$ cat src/rtl/bf_pkg.sv
// Shared definitions for the Brainfuck loop-control slice: opcodes, FSM state
// encoding and the opcode classifier used by the loop unit.
package bf_pkg;

    localparam logic [7:0] OP_LBR   = 8'h5B;  // '['
    localparam logic [7:0] OP_RBR   = 8'h5D;  // ']'
    localparam logic [7:0] OP_INC   = 8'h2B;  // '+'
    localparam logic [7:0] OP_DEC   = 8'h2D;  // '-'
    localparam logic [7:0] OP_LEFT  = 8'h3C;  // '<'
    localparam logic [7:0] OP_RIGHT = 8'h3E;  // '>'
    localparam logic [7:0] OP_OUT   = 8'h2E;  // '.'
    localparam logic [7:0] OP_IN    = 8'h2C;  // ','

    typedef enum logic [1:0] {
        RUN  = 2'd0,
        SKIP = 2'd1,
        HALT = 2'd2
    } state_t;

    function automatic logic is_bf_op(input logic [7:0] op);
        return op inside {OP_LBR, OP_RBR, OP_INC, OP_DEC,
                          OP_LEFT, OP_RIGHT, OP_OUT, OP_IN};
    endfunction

endpackage

$ cat src/rtl/bf_addr_stack.sv
// Registered LIFO of loop-start addresses. Push when full and pop when empty
// are dropped here; the parent is expected to guard both.
module bf_addr_stack
    import bf_pkg::*;
#(
    parameter int IW          = 16,
    parameter int STACK_DEPTH = 16
) (
    input  logic                           clk,
    input  logic                           rst_n,
    input  logic                           push,
    input  logic                           pop,
    input  logic [IW-1:0]                  push_data,
    output logic [IW-1:0]                  top,
    output logic [$clog2(STACK_DEPTH):0]   count,
    output logic                           full,
    output logic                           empty
);
    localparam int AW = $clog2(STACK_DEPTH);

    logic [IW-1:0] mem [STACK_DEPTH];
    logic [AW:0]   sp;
    logic [AW:0]   sp_m1;

    assign sp_m1 = sp - (AW+1)'(1);
    assign full  = (sp == (AW+1)'(STACK_DEPTH));
    assign empty = (sp == '0);
    assign count = sp;
    assign top   = mem[sp_m1[AW-1:0]];

    // NOTE: sequential state uses non-blocking assignments so every register
    // samples pre-edge values regardless of block ordering.
    always_ff @(posedge clk) begin
        if (!rst_n) begin
            sp <= '0;
        end else if (push && !full) begin
            sp <= sp + (AW+1)'(1);
        end else if (pop && !empty) begin
            sp <= sp_m1;
        end
    end

    // NOTE: the storage array has no reset; entries above sp are never read
    // as valid, and leaving it unreset lets it map onto plain RAM/flops.
    always_ff @(posedge clk) begin
        if (push && !full) begin
            mem[sp[AW-1:0]] <= push_data;
        end
    end

endmodule

$ cat src/rtl/bf_loop_unit.sv
// Brainfuck loop control: resolves '[' / ']' into IP advance/jump controls,
// tracking loop starts on a return stack and nesting depth while skipping.
module bf_loop_unit
    import bf_pkg::*;
#(
    parameter int IW          = 16,
    parameter int STACK_DEPTH = 16,
    parameter int SKIP_W      = 8
) (
    input  logic                           clk,
    input  logic                           rst_n,
    input  logic                           instr_valid,
    input  logic [7:0]                     instr,
    input  logic [IW-1:0]                  ip,
    input  logic                           cell_zero,
    input  logic                           exec_done,
    output logic                           update_ip,
    output logic                           jmp,
    output logic [IW-1:0]                  jmp_target,
    output logic                           skipping,
    output logic [$clog2(STACK_DEPTH):0]   loop_depth,
    output logic                           err
);
    state_t              state;
    logic [SKIP_W-1:0]   skip_cnt;

    logic                push, pop;
    logic                to_halt, to_skip, to_run, cnt_inc, cnt_dec;
    logic [IW-1:0]       stk_top;
    logic                stk_full, stk_empty;
    logic                is_lbr, is_rbr;

    assign is_lbr = (instr == OP_LBR);
    assign is_rbr = (instr == OP_RBR);

    bf_addr_stack #(
        .IW          (IW),
        .STACK_DEPTH (STACK_DEPTH)
    ) u_stack (
        .clk       (clk),
        .rst_n     (rst_n),
        .push      (push),
        .pop       (pop),
        .push_data (ip),
        .top       (stk_top),
        .count     (loop_depth),
        .full      (stk_full),
        .empty     (stk_empty)
    );

    // NOTE: every output of this block is defaulted first so no path through
    // the case statement leaves a signal unassigned (which would infer a latch).
    always_comb begin
        update_ip  = 1'b0;
        jmp        = 1'b0;
        jmp_target = '0;
        push       = 1'b0;
        pop        = 1'b0;
        to_halt    = 1'b0;
        to_skip    = 1'b0;
        to_run     = 1'b0;
        cnt_inc    = 1'b0;
        cnt_dec    = 1'b0;

        if (instr_valid) begin
            unique case (state)
                RUN: begin
                    if (is_lbr) begin
                        if (cell_zero) begin
                            to_skip   = 1'b1;
                            update_ip = 1'b1;
                        end else if (!stk_full) begin
                            push      = 1'b1;
                            update_ip = 1'b1;
                        end else begin
                            to_halt   = 1'b1;
                        end
                    end else if (is_rbr) begin
                        if (stk_empty) begin
                            to_halt = 1'b1;
                        end else if (cell_zero) begin
                            pop       = 1'b1;
                            update_ip = 1'b1;
                        end else begin
                            update_ip  = 1'b1;
                            jmp        = 1'b1;
                            jmp_target = stk_top + IW'(1);
                        end
                    end else if (is_bf_op(instr)) begin
                        update_ip = exec_done;
                    end else begin
                        update_ip = 1'b1;
                    end
                end
                SKIP: begin
                    if (is_lbr) begin
                        if (skip_cnt == '1) begin
                            to_halt   = 1'b1;
                        end else begin
                            cnt_inc   = 1'b1;
                            update_ip = 1'b1;
                        end
                    end else if (is_rbr) begin
                        update_ip = 1'b1;
                        if (skip_cnt == SKIP_W'(1)) to_run  = 1'b1;
                        else                        cnt_dec = 1'b1;
                    end else begin
                        update_ip = 1'b1;
                    end
                end
                default: ;
            endcase
        end
    end

    always_ff @(posedge clk) begin
        if (!rst_n) begin
            state    <= RUN;
            skip_cnt <= '0;
            err      <= 1'b0;
        end else if (to_halt) begin
            state <= HALT;
            err   <= 1'b1;
        end else if (to_skip) begin
            state    <= SKIP;
            skip_cnt <= SKIP_W'(1);
        end else if (to_run) begin
            state    <= RUN;
            skip_cnt <= '0;
        end else if (cnt_inc) begin
            skip_cnt <= skip_cnt + SKIP_W'(1);
        end else if (cnt_dec) begin
            skip_cnt <= skip_cnt - SKIP_W'(1);
        end
    end

    assign skipping = (state == SKIP);

endmodule

$ cat config.mk
export PLATFORM = sky130hd
export DESIGN_NAME = bf_loop_unit
export DESIGN_NICKNAME = d
export VERILOG_FILES = /design/src/rtl/bf_pkg.sv /design/src/rtl/bf_addr_stack.sv /design/src/rtl/bf_loop_unit.sv
export SDC_FILE = /design/constraint.sdc
export NUM_CORES = 1
export LEC_CHECK = 0
export ABC_CLOCK_PERIOD_IN_PS = 4700
export BUFFER_PORTS_ARGS = -buffer_cell sky130_fd_sc_hd__buf_2
export CORE_MARGIN = 2
export CORE_UTILIZATION = 55
export DETAILED_ROUTE_END_ITERATION = 10
export GPL_ROUTABILITY_DRIVEN = 0
export GPL_TIMING_DRIVEN = 0
export PLACE_DENSITY = 0.73
export SLEW_MARGIN = 20
export SYNTH_ARGS = -nofsm -noshare
export SYNTH_HDL_FRONTEND = slang
export SYNTH_SLANG_ARGS = --single-unit
$ cat constraint.sdc
create_clock -name clk -period 4.7 [get_ports clk]
set_input_delay 0.47 -clock clk [delete_from_list [all_inputs] [get_ports clk]]
set_output_delay 0.47 -clock clk [all_outputs]
set_load 0.02 [all_outputs]
* Word-level counts from Yosys, hierarchy flattened *
Memory sizes are Yosys's and may differ from the RTL's.
Cells that the tools add are included.

operators by class
  add/sub/neg operators = 5
  eq/ne operators = 12
  multiplexer cells = 68
  bitwise logic cells = 2
  reductions and logical operators = 13

operators by type and width
  cell                                               count
  2-to-1 mux 16 bit                                  6
  2-to-1 mux 1 bit                                   51
  == test 8 x 6 -> 1 bit (second input constant)     6
  2-to-1 mux 8 bit                                   4
  adder 16 x 1 -> 16 bit (second input constant)     1
  == test 8 x 7 -> 1 bit (second input constant)     2
  2-to-1 mux 5 bit                                   2
  adder 8 x 1 -> 8 bit (second input constant)       1
  == test 8 x 1 -> 1 bit (second input constant)     1
  == test 8 bit (second input constant)              1
  nonzero test 8 bit                                 1
  subtractor 8 x 1 -> 8 bit (second input constant)  1
  2-to-1 mux 2 bit                                   3
  adder 5 x 1 -> 5 bit (second input constant)       1
  == test 5 bit (second input constant)              1
  zero test 5 bit                                    1
  subtractor 5 x 1 -> 5 bit (second input constant)  1
  case mux 1 bit (2 select lines)                    2
  nonzero test 2 bit                                 2
  nonzero test 4 bit                                 1
  nonzero test 3 bit                                 1
  == test 2 x 1 -> 1 bit (second input constant)     1
  logical AND 1 bit                                  2
  zero test 1 bit                                    2
  other kinds (4)                                    5

word-level totals
  register bits = 16
  memory bits (writable) = 256
  bits of input ports = 29
  memories = 1

memory list
  memory       depth  bits a word  read ports  clocked after Yosys merged registers in  wr ports  RTL line             RTL
  u_stack.mem  16     16           1           0                                        1         bf_addr_stack.sv:21  logic [IW-1:0] mem [STACK_DEPTH];

* Depth between registers and ports, before layout *
  depth in word-level cells = 10
  mapped depth = 17
  depth with buffers taken out = 12

* By module *
Synthesis repeated with hierarchy kept, for this count alone.

second synthesis, totals
  cells, all modules = 662
  area, all modules = 11586.1 µm²

modules (own cells, without submodules)
  module         times used  cells each  area each (µm²)  seq. area each (µm²)
  bf_addr_stack  1           486         10263.6          7787.5
  bf_loop_unit   1           176         1322.5           220.2

* Worst setup path after synthesis *
No wires, ideal clock.

  kind = register to output
  start = register u_stack.sp[0] (netlist: u_stack.count[0])
  end = output jmp_target[15]
  arrival time = 3861 ps
  required time = 4230 ps
  path slack = 369 ps
  cell stages (with the launch flop) = 14
  buffers on the path = 3
  cells stage by stage = dfxtp_1 -> buf_4 -> buf_4 -> buf_4 -> inv_1 -> ha_1 -> xor2_4 -> mux4_1 -> and2_1 -> a221oi_1 -> nand4bb_1 -> and4bb_1 -> xnor2_1 -> nor2_1

on the way
  cells in the longest elaborated chain, start to end = 9
  elaborated cells between the ends (all ways) = 10

ends and longest elaborated chain
  element                    RTL line             RTL
  from (decl)                bf_addr_stack.sv:22  logic [AW:0] sp;
  from (signal assigned)     bf_addr_stack.sv:37  sp <= sp + (AW+1)'(1);
  from (signal assigned)     bf_addr_stack.sv:39  sp <= sp_m1;
  subtractor 5 x 1 -> 5 bit  bf_addr_stack.sv:25  assign sp_m1 = sp - (AW+1)'(1);
  memory read (16 x 16 bit)  -
  adder 16 x 1 -> 16 bit     bf_loop_unit.sv:87   jmp_target = stk_top + IW'(1);
  2-to-1 mux 16 bit          bf_loop_unit.sv:81   end else if (cell_zero) begin
  2-to-1 mux 16 bit (*)      bf_loop_unit.sv:79   if (stk_empty) begin
  2-to-1 mux 16 bit (*)      bf_loop_unit.sv:78   end else if (is_rbr) begin
  2-to-1 mux 16 bit (*)      bf_loop_unit.sv:68   if (is_lbr) begin
  2-to-1 mux 16 bit (*)      bf_loop_unit.sv:66   unique case (state)
  2-to-1 mux 16 bit (*)      bf_loop_unit.sv:65   if (instr_valid) begin
  to (decl)                  bf_loop_unit.sv:19   output logic [IW-1:0] jmp_target,

Mark *: on every way between the ends. The rest lies on a longest branch, timed or not.

* Final worst setup path *
Ends and elaborated chain as after synthesis.

==> results.json <==
{
  "drv_slew": 0,
  "violations": "design-rule violations",
  "holdBufCountCts": 0,
  "fin_hold_ws_ns": 0.297,
  "maxCapViolCount": 0,
  "synth_area_per_cell_sq_um": 17.2,
  "dr.first_iter.drc_count": 783,
  "viasPerCell": 6.42,
  "io_buffer_count": 52,
  "root_buffer": "clkbuf_16",
  "diodes": 0,
  "seq_area_frac_synth_pct": 69.7,
  "yosysTopAreaCell": "edfxtp_1",
  "worst_pin_slew_ns": 1.05,
  "crit_path_end_kind": "output pin",
  "vias": 6866,
  "core_area_sq_um": 20400,
  "synth_area_sq_um": 11500,
  "crit_path_start_kind": "flop",
  "tns_ns": 0,
  "yosysMostFrequentCell": "edfxtp_1",
  "synth_cells": 669,
  "fin_crit_sh_pct": 99.2,
  "fillCellCount": 1337,
  "ys_types": 55,
  "nNetsFinal": 821,
  "placed_area_sq_um": 12300,
  "critPathRequiredTime_ns": 4.23,
  "yosys-top-cells-count": "256 x edfxtp_1, 53 x mux4_2, 48 x nand2_1",
  "synth_top_cells_by_area": "edfxtp_1 67%, mux4_2 10%, mux2i_1 3.2%",
  "yosysWarnings": 0,
  "clk_pin_slew_ns": 0.06,
  "rows": 52,
  "criticalPathCategory": "flop to output pin",
  "synth-main-ff-cell": "edfxtp_1",
  "h-tree-depth": 1,
  "syn-num-nets": 707,
  "hold_viol": 0,
  "dr.pass1.iters": 10,
  "antenna_left": 0,
  "setup_slack_ns": 0.0385,
  "start_util_pct": 56.4,
  "cts.path.max_buffers": 3,
  "fin_crit_ns": 4.66,
  "yosys_register_bits": 272,
  "async_flop_share_pct": 0,
  "worstPathArrival_ns": 4.19,
  "clkLatencyLatePin_ns": 0.53,
  "worstHoldPathType": "primary input to flop",
  "finalSetupViolCount": 0,
  "area_growth_syn_to_layout_pct": 17.0,
  "wire_per_inst_um": 26.2,
  "grt.overflow.total": 0,
  "p_leak_nw": 4.57,
  "pre_cts_ws_ns": -0.699,
  "post-route-util_pct": 66.0,
  "relSlewSlack_pct": 29.3,
  "finalInstanceArea_sq_um": 13400,
  "synth-edff-count": 256,
  "clock_sinks": 272,
  "grt_pass1_wl_um": 41600,
  "drive_above_1_share_pct": 29.7,
  "wirelength_um": 28000,
  "clock_skew_ns": 0.0106,
  "die_h_um": 149,
  "drc_errors": 2,
  "yosys.area.top_type_share_pct": 66.9,
  "antenna_found_initial": 1,
  "dieArea_sq_um": 22100,
  "vdd.ir_drop.worst_mv": 0.289,
  "grt_max_degree": 17,
  "p_per_area_nw_per_um2": 346,
  "path_max_fanout": 10,
  "cts_tree": "yes",
  "dpl.hpwl_um": 16900,
  "grt_pass1_vias": 6816,
  "io_pins": 54,
  "cts_buffers": 27,
  "status": "finished, violations left",
  "grtUsageTotal_pct": 25.8,
  "timing.fmax_mhz": 215,
  "die_w_um": 149
}
-- state kept, by name, summed over array words and instances, names as in the netlist --
name,flops
u_stack.mem,256
skip_cnt,8
u_stack.count,5
state,2
err,1
-- final cells by class --
type	instances	area, sq um	share of cell area (%)
inverter	7	30.0	0.223
clock buffer	33	698	5.19
tap	270	338	2.51
clock inverter	12	81.3	0.605
multi-input combinational	363	3520	26.2
buffer	28	245	1.82
sequential	272	8010	59.6
timing repair buffer	84	522	3.88
-- power breakdown --
part / switching (W) / total, W / leakage [nW] / internal [W]
combinational: 0.0000439 / 0.0000593 / 1.76 / 0.0000154
sequential: 0.000000203 / 0.00265 / 2.43 / 0.00265
clock: 0.000855 / 0.00195 / 0.383 / 0.00110
total: 0.000899 / 0.00466 / 4.57 / 0.00376
-- routing by layer --
layer / track usage (%) / part of all wire (%) / vias up
li1: - / - / 2892
met1: 35.9 / 38 / 3422
met2: 42.2 / 48 / 452
met3: 3.37 / 9.7 / 98
met4: 9.90 / 4.3 / 2
met5: 0 / 0.025 / -
-- worst max-delay path, cell delays in order (launching register included) --
cell and delay, ns:
dfxtp_4 0.40, buf_12 0.14, buf_12 0.15, buf_12 0.16, clkinvlp_4 0.16, ha_4 0.23, buf_4 0.14, xnor2_2 0.31
clkbuf_2 0.36, nand2_1 0.10, a21oi_1 0.20, a41o_1 0.36, nand4bb_4 0.19, and4bb_2 0.39, xnor2_1 0.12, nor2_1 0.07
buf_4 0.18
-- logic make-up after synthesis --
family,after synthesis,share of synthesized area (%)
AO/OA/AOI/OAI,56,3.14
XOR/XNOR,18,1.54
adder cells (fa/ha/maj),9,0.980
buffers and inverters,35,1.73
flip-flops,272,69.7
multiplexers,96,14.8
AND/OR/NAND/NOR,183,8.18
-- worst paths after layout --
| check | from | end | slack (ns) | cells past startpoint |
|---|---|---|---|---|
| max | u_stack.count[0] | jmp_target[15] | 0.04 | 16 |
| min reg2reg | err | err | 0.47 | 1 |
| min | cell_zero | skip_cnt[0] | 0.30 | 3 |
| max reg2reg | u_stack.count[0] | u_stack.mem[1][12] | 0.54 | 10 |
-- cell usage in the layout, fill, tap and decap left out, types with 6 or more instances in the layout --
cell and count:
edfxtp_1 256, buf_2 59, mux4_2 53, nand2_1 48, buf_4 34, nor2_1 31
mux2i_1 31, clkbuf_16 27, a21oi_1 16, o21ai_0 15, dfxtp_1 15, nor3_1 13
nand3_1 12, nor2_4 12, and3_1 11, clkbuf_1 11, xnor2_1 10, nor2b_1 9
or3_1 9, a31oi_1 8, mux2i_2 8, ha_1 7, and2_1 6, nand2b_1 6
inv_1 6, xor2_1 6, clkinv_1 6
-- repair_timing --
item | in CTS | in global routing
setup buffers | 13 | 8
gates cloned | 1 | 0
gates resized for setup | 43 | 3
endpoints found under the setup margin | 16 | 13
pin swaps | 4 | 3
-- through the flow --
step / total power (W) / cells
floorplan: 0.00271 / 669
global route: 0.00477 / 1069
finish: 0.00466 / 1069
global placement: 0.00275 / 991
CTS: 0.00467 / 1061
detailed placement: 0.00275 / 1002
Note: power is estimated with default switching activity, not from simulation.
